`config.mk`:
```
export PLATFORM = sky130hd
export DESIGN_NAME = sha256_msg_schedule
export DESIGN_NICKNAME = d
export VERILOG_FILES = /design/src/rtl/sha256_msg_schedule.sv
export SDC_FILE = /design/constraint.sdc
export NUM_CORES = 2
export LEC_CHECK = 0
export BUFFER_PORTS_ARGS = -buffer_cell sky130_fd_sc_hd__buf_2
export CAP_MARGIN = 20
export CORE_MARGIN = 2
export CORE_UTILIZATION = 38
export CTS_CLUSTER_SIZE = 24
export DETAILED_ROUTE_END_ITERATION = 7
export PLACE_DENSITY = 0.58
export SLEW_MARGIN = 10
export SYNTH_ARGS = -nofsm -noshare
export SYNTH_HDL_FRONTEND = slang
export SYNTH_SLANG_ARGS = --single-unit
```
`constraint.sdc`:
```
create_clock -name clk -period 44.8 [get_ports clk]
set_input_delay 11.2 -clock clk [delete_from_list [all_inputs] [get_ports clk]]
set_output_delay 11.2 -clock clk [all_outputs]
set_load 0.005 [all_outputs]
```
`src/rtl/sha256_msg_schedule.sv`:
```
// sha256_msg_schedule: expands one 512-bit block into W_0..W_63 with K_t via a 16-word sliding window.
module sha256_msg_schedule (
  input  logic         clk,
  input  logic         rst,
  input  logic [511:0] blk_i,
  input  logic         blk_valid,
  output logic         blk_ready,
  output logic [31:0]  w_o,
  output logic [31:0]  k_o,
  output logic [5:0]   t_o,
  output logic         last_o,
  output logic         out_valid,
  input  logic         out_ready
);
  typedef enum logic {IDLE, RUN} state_t;
  localparam logic [31:0] K [64] = '{
    32'h428a2f98, 32'h71374491, 32'hb5c0fbcf, 32'he9b5dba5, 32'h3956c25b, 32'h59f111f1, 32'h923f82a4, 32'hab1c5ed5,
    32'hd807aa98, 32'h12835b01, 32'h243185be, 32'h550c7dc3, 32'h72be5d74, 32'h80deb1fe, 32'h9bdc06a7, 32'hc19bf174,
    32'he49b69c1, 32'hefbe4786, 32'h0fc19dc6, 32'h240ca1cc, 32'h2de92c6f, 32'h4a7484aa, 32'h5cb0a9dc, 32'h76f988da,
    32'h983e5152, 32'ha831c66d, 32'hb00327c8, 32'hbf597fc7, 32'hc6e00bf3, 32'hd5a79147, 32'h06ca6351, 32'h14292967,
    32'h27b70a85, 32'h2e1b2138, 32'h4d2c6dfc, 32'h53380d13, 32'h650a7354, 32'h766a0abb, 32'h81c2c92e, 32'h92722c85,
    32'ha2bfe8a1, 32'ha81a664b, 32'hc24b8b70, 32'hc76c51a3, 32'hd192e819, 32'hd6990624, 32'hf40e3585, 32'h106aa070,
    32'h19a4c116, 32'h1e376c08, 32'h2748774c, 32'h34b0bcb5, 32'h391c0cb3, 32'h4ed8aa4a, 32'h5b9cca4f, 32'h682e6ff3,
    32'h748f82ee, 32'h78a5636f, 32'h84c87814, 32'h8cc70208, 32'h90befffa, 32'ha4506ceb, 32'hbef9a3f7, 32'hc67178f2
  };
  function automatic logic [31:0] sig0(input logic [31:0] x);
    return {x[6:0], x[31:7]} ^ {x[17:0], x[31:18]} ^ (x >> 3);
  endfunction
  function automatic logic [31:0] sig1(input logic [31:0] x);
    return {x[16:0], x[31:17]} ^ {x[18:0], x[31:19]} ^ (x >> 10);
  endfunction
  state_t      state_q, state_d;
  logic        blk_ready_q, blk_ready_d;
  logic [5:0]  t_q, t_d;
  logic [31:0] w_q [16];
  logic [31:0] w_d [16];
  always_comb begin
    state_d = state_q;
    t_d     = t_q;
    w_d     = w_q;
    if (state_q == IDLE && blk_valid && blk_ready_q) begin
      for (int i = 0; i < 16; i++) w_d[i] = blk_i[32*(15-i) +: 32];
      t_d     = '0;
      state_d = RUN;
    end else if (state_q == RUN && out_ready) begin
      if (t_q == 6'd63) begin
        state_d = IDLE;
        t_d     = '0;
      end else begin
        for (int i = 0; i < 15; i++) w_d[i] = w_q[i+1];
        w_d[15] = sig1(w_q[14]) + w_q[9] + sig0(w_q[1]) + w_q[0];
        t_d     = t_q + 6'd1;
      end
    end
    blk_ready_d = (state_d == IDLE);
  end
  always_ff @(posedge clk or posedge rst) begin
    if (rst) begin
      state_q     <= IDLE;
      blk_ready_q <= 1'b0;
      t_q         <= '0;
      for (int i = 0; i < 16; i++) w_q[i] <= '0;
    end else begin
      state_q     <= state_d;
      blk_ready_q <= blk_ready_d;
      t_q         <= t_d;
      w_q         <= w_d;
    end
  end
  // Outputs are masked outside RUN so the ROM never shows K_0 while idle.
  assign out_valid = (state_q == RUN);
  assign blk_ready = blk_ready_q;
  assign w_o       = out_valid ? w_q[0] : '0;
  assign k_o       = out_valid ? K[t_q] : '0;
  assign t_o       = t_q;
  assign last_o    = out_valid && (t_q == 6'd63);
endmodule

```
==> metrics.cfg <==
[status]
outcome = finished clean

[power_and_ir_drop]
vdd_drop_max_mv = 0.0719
power_density_mw_per_mm2 = 85.7
power_leakage_nw = 16.9
power_w = 0.00308

[floorplanning]
start_util_pct = 38.3
fp-row-count = 104
die_w_um = 289
io_pins = 589
fp.dieArea_mm2 = 0.0834
placeableCoreArea_mm2 = 0.0804
die_h_um = 289

[sta]
slew_headroom_pct = 26.6
rsz0062_at_grt = no
fin_skew_ns = 0.0355
max_freq_mhz = 65.3
post-route-period-util_pct = 34.2
hold_viol_final = 0
worstMarginPinSlew_ns = 1.10
fin_setup_tns_ns = 0
slew_violations = 0
setup_viol = 0
post-route-min-period_ns = 15.32

[finish]
ff_latch_area_mm2 = 0.0130
area_delta_synth_final_pct = 16.7
nets = 4912
multi_input_area_mm2 = 0.0159
layout-drive-gt1-share_pct = 17.1
fillers = 8384
finalInstanceArea_mm2 = 0.0360

[clock_tree]
h-tree-depth = 2
cts.clk_slew.worst_paths_ns = 0.06
clock_path_buffers = 3
clk_latency_ns = 0.65
cts.sinks = 520
cts_inserted_buffers = 59
cts_tree = done
clockRootBuffer = clkbuf_16
cts_setup_buffers = 0
holdBufCountCts = 0
cts_resized = 0

[setup_path]
critPathKind = reg -> out
crit_family = simple AND/OR/NAND/NOR gates
path_buf_inv = 2
cp_max_fo = 16
critical-path-slowest-cell = ha_1
cp_slowest_stage_delay_ns = 0.79
setup.worst_path.start_class = flip-flop
critical_path_required_ns = 33.60
cp-end-kind = primary output
arrival_ns = 4.12
crit_chain = clkinv_1 -> ha_1 -> nor2_1 -> a21oi_1 -> a211oi_1 -> nor3_1 -> a311oi_1 -> buf_2

[global_route]
grt_pass1_vias = 28672
antenna_found_initial = 20
grt_usage_pct = 29.9
grt_pass1_wl_mm = 187
grt_overflow = 0
grt_max_degree = 253

[yosys]
yosysUniqueCellTypes = 66
yosys-mux-area-fraction_pct = 0.390
synth_async_sr_flop_share_pct = 100
syn-num-nets = 4583
synth_fa_ha_area_share_pct = 6.02
synth_top_family_by_area = simple AND/OR/NAND/NOR gates
synth_top_area_cell = dfrtp_1
synth.area.top_cells = dfrtp_1 (42%), nand2_1 (13%), a31oi_1 (10%)
synth_compound_gate_area_share_pct = 18.4
ys_ff_latch = 520
synth_most_common_cell = nand2_1
synthesis.area_mm2 = 0.0308
synth_enable_flop_cells = 0
synthXorXnorAreaFrac_pct = 4.06
synth.top_cell.area_share_pct = 42.2
synthTopCellsByCount = nand2_1 (1078), nor2_1 (603), dfrtp_1 (520)
synthSimpleGateAreaFrac_pct = 22.5
yosysWarningCount = 0
synth_area_per_cell_um2 = 7.79
synth-main-ff-cell = dfrtp_1
syn_inst = 3956
seq_area_frac_synth_pct = 42.2

[routing]
firstDrtPassIters = 6
first_iter_violations = 3083
drc = 0
antenna_left = 0
routedWlPerCell_um = 23.9
via_per_inst = 5.54
vias = 29909
totalWireLength_mm = 129

[place]
place_area_mm2 = 0.0340
numPortBuffers = 588
hpwl_mm = 94.6
place.gp.congestion = 0.934

[min_path]
hold_class = reg -> reg

[run]
maxCapViolations = 0

## metrics by stage
stage               utilization [%]  setup slack (ns)  hold WS, ns  std cells
floorplan                         -             19.07        0.478       3956
global placement               42.2             29.60        0.506       5283
detailed placement             42.2             29.53        0.515       5283
CTS                            44.7             29.61        0.524       5386
global route                   44.7             29.42        0.535       5395
finish                         44.7             29.48        0.517       5396
## routing by layer
layer  wire length [µm]  GRT usage, %  vias to the layer above
met5                116             0                        -
met3               7720          4.50                      200
met2              61600          48.9                     1013
met1              55700          41.1                    14730
met4               3740          8.63                       18
li1                   -             -                    13948
## worst min-delay path: stages, from the launching register on
cell and delay, ns:
dfrtp_1 0.37, nand2_1 0.06, a31oi_1 0.07
## final timing paths
| check | start | end | slack [ns] | cells after the start |
|---|---|---|---|---|
| max | t_o[1] | k_o[15] | 29.48 | 8 |
| min | w_q[378] | w_q[410] | 0.52 | 2 |
| max reg2reg | t_o[1] | w_q[360] | 39.48 | 10 |
| min reg2reg | w_q[378] | w_q[410] | 0.52 | 2 |
| max in group asynchronous | rst | w_q[332] | 31.77 | 4 |
| min in group asynchronous | rst | out_valid | 10.66 | 2 |
## cell families (layout without fill, tap and decap cells)
logic type | Yosys count | count (layout)
muxes | 7 | 7
DFF | 520 | 520
buffers and inverters | 489 | 860
adders and majority gates | 111 | 111
AOI/OAI and AO/OA | 894 | 894
and+or+nand+nor | 1792 | 1792
xor gates and xnor gates | 143 | 143
other | 0 | 9
## state kept, by name, summed over array words and instances (netlist names)
signal,count
blk_ready,1
out_valid,1
t_o,6
w_q,512
## final cells by class
cell class              count  area share [%]
clock inverters            13           0.501
multi-input cells        2947            44.1
flip-flops and latches    520            36.2
clock buffers              90            4.96
repair buffers            622            9.05
diodes                      9          0.0626
well taps                1060            3.69
inverters                 135            1.43
## layout by cell type (no fill, tap or decap), drive strengths merged, types with 49 or more instances in the layout
cell type and n:
fa 62, o21ai 102, a31oi 501, buf 622
ha 49, nor2 603, nand2 1078, clkbuf 90
inv 134, a21oi 123, dfrtp 520, xnor2 91
xor2 52
## power breakdown
| group | internal, W | switching [W] |
|---|---|---|
| sequential | 0.000604 | 0.000143 |
| combinational | 0.000670 | 0.00117 |
| clock | 0.000290 | 0.000207 |
| total | 0.00156 | 0.00152 |
Power figures use the tool's default switching activity.
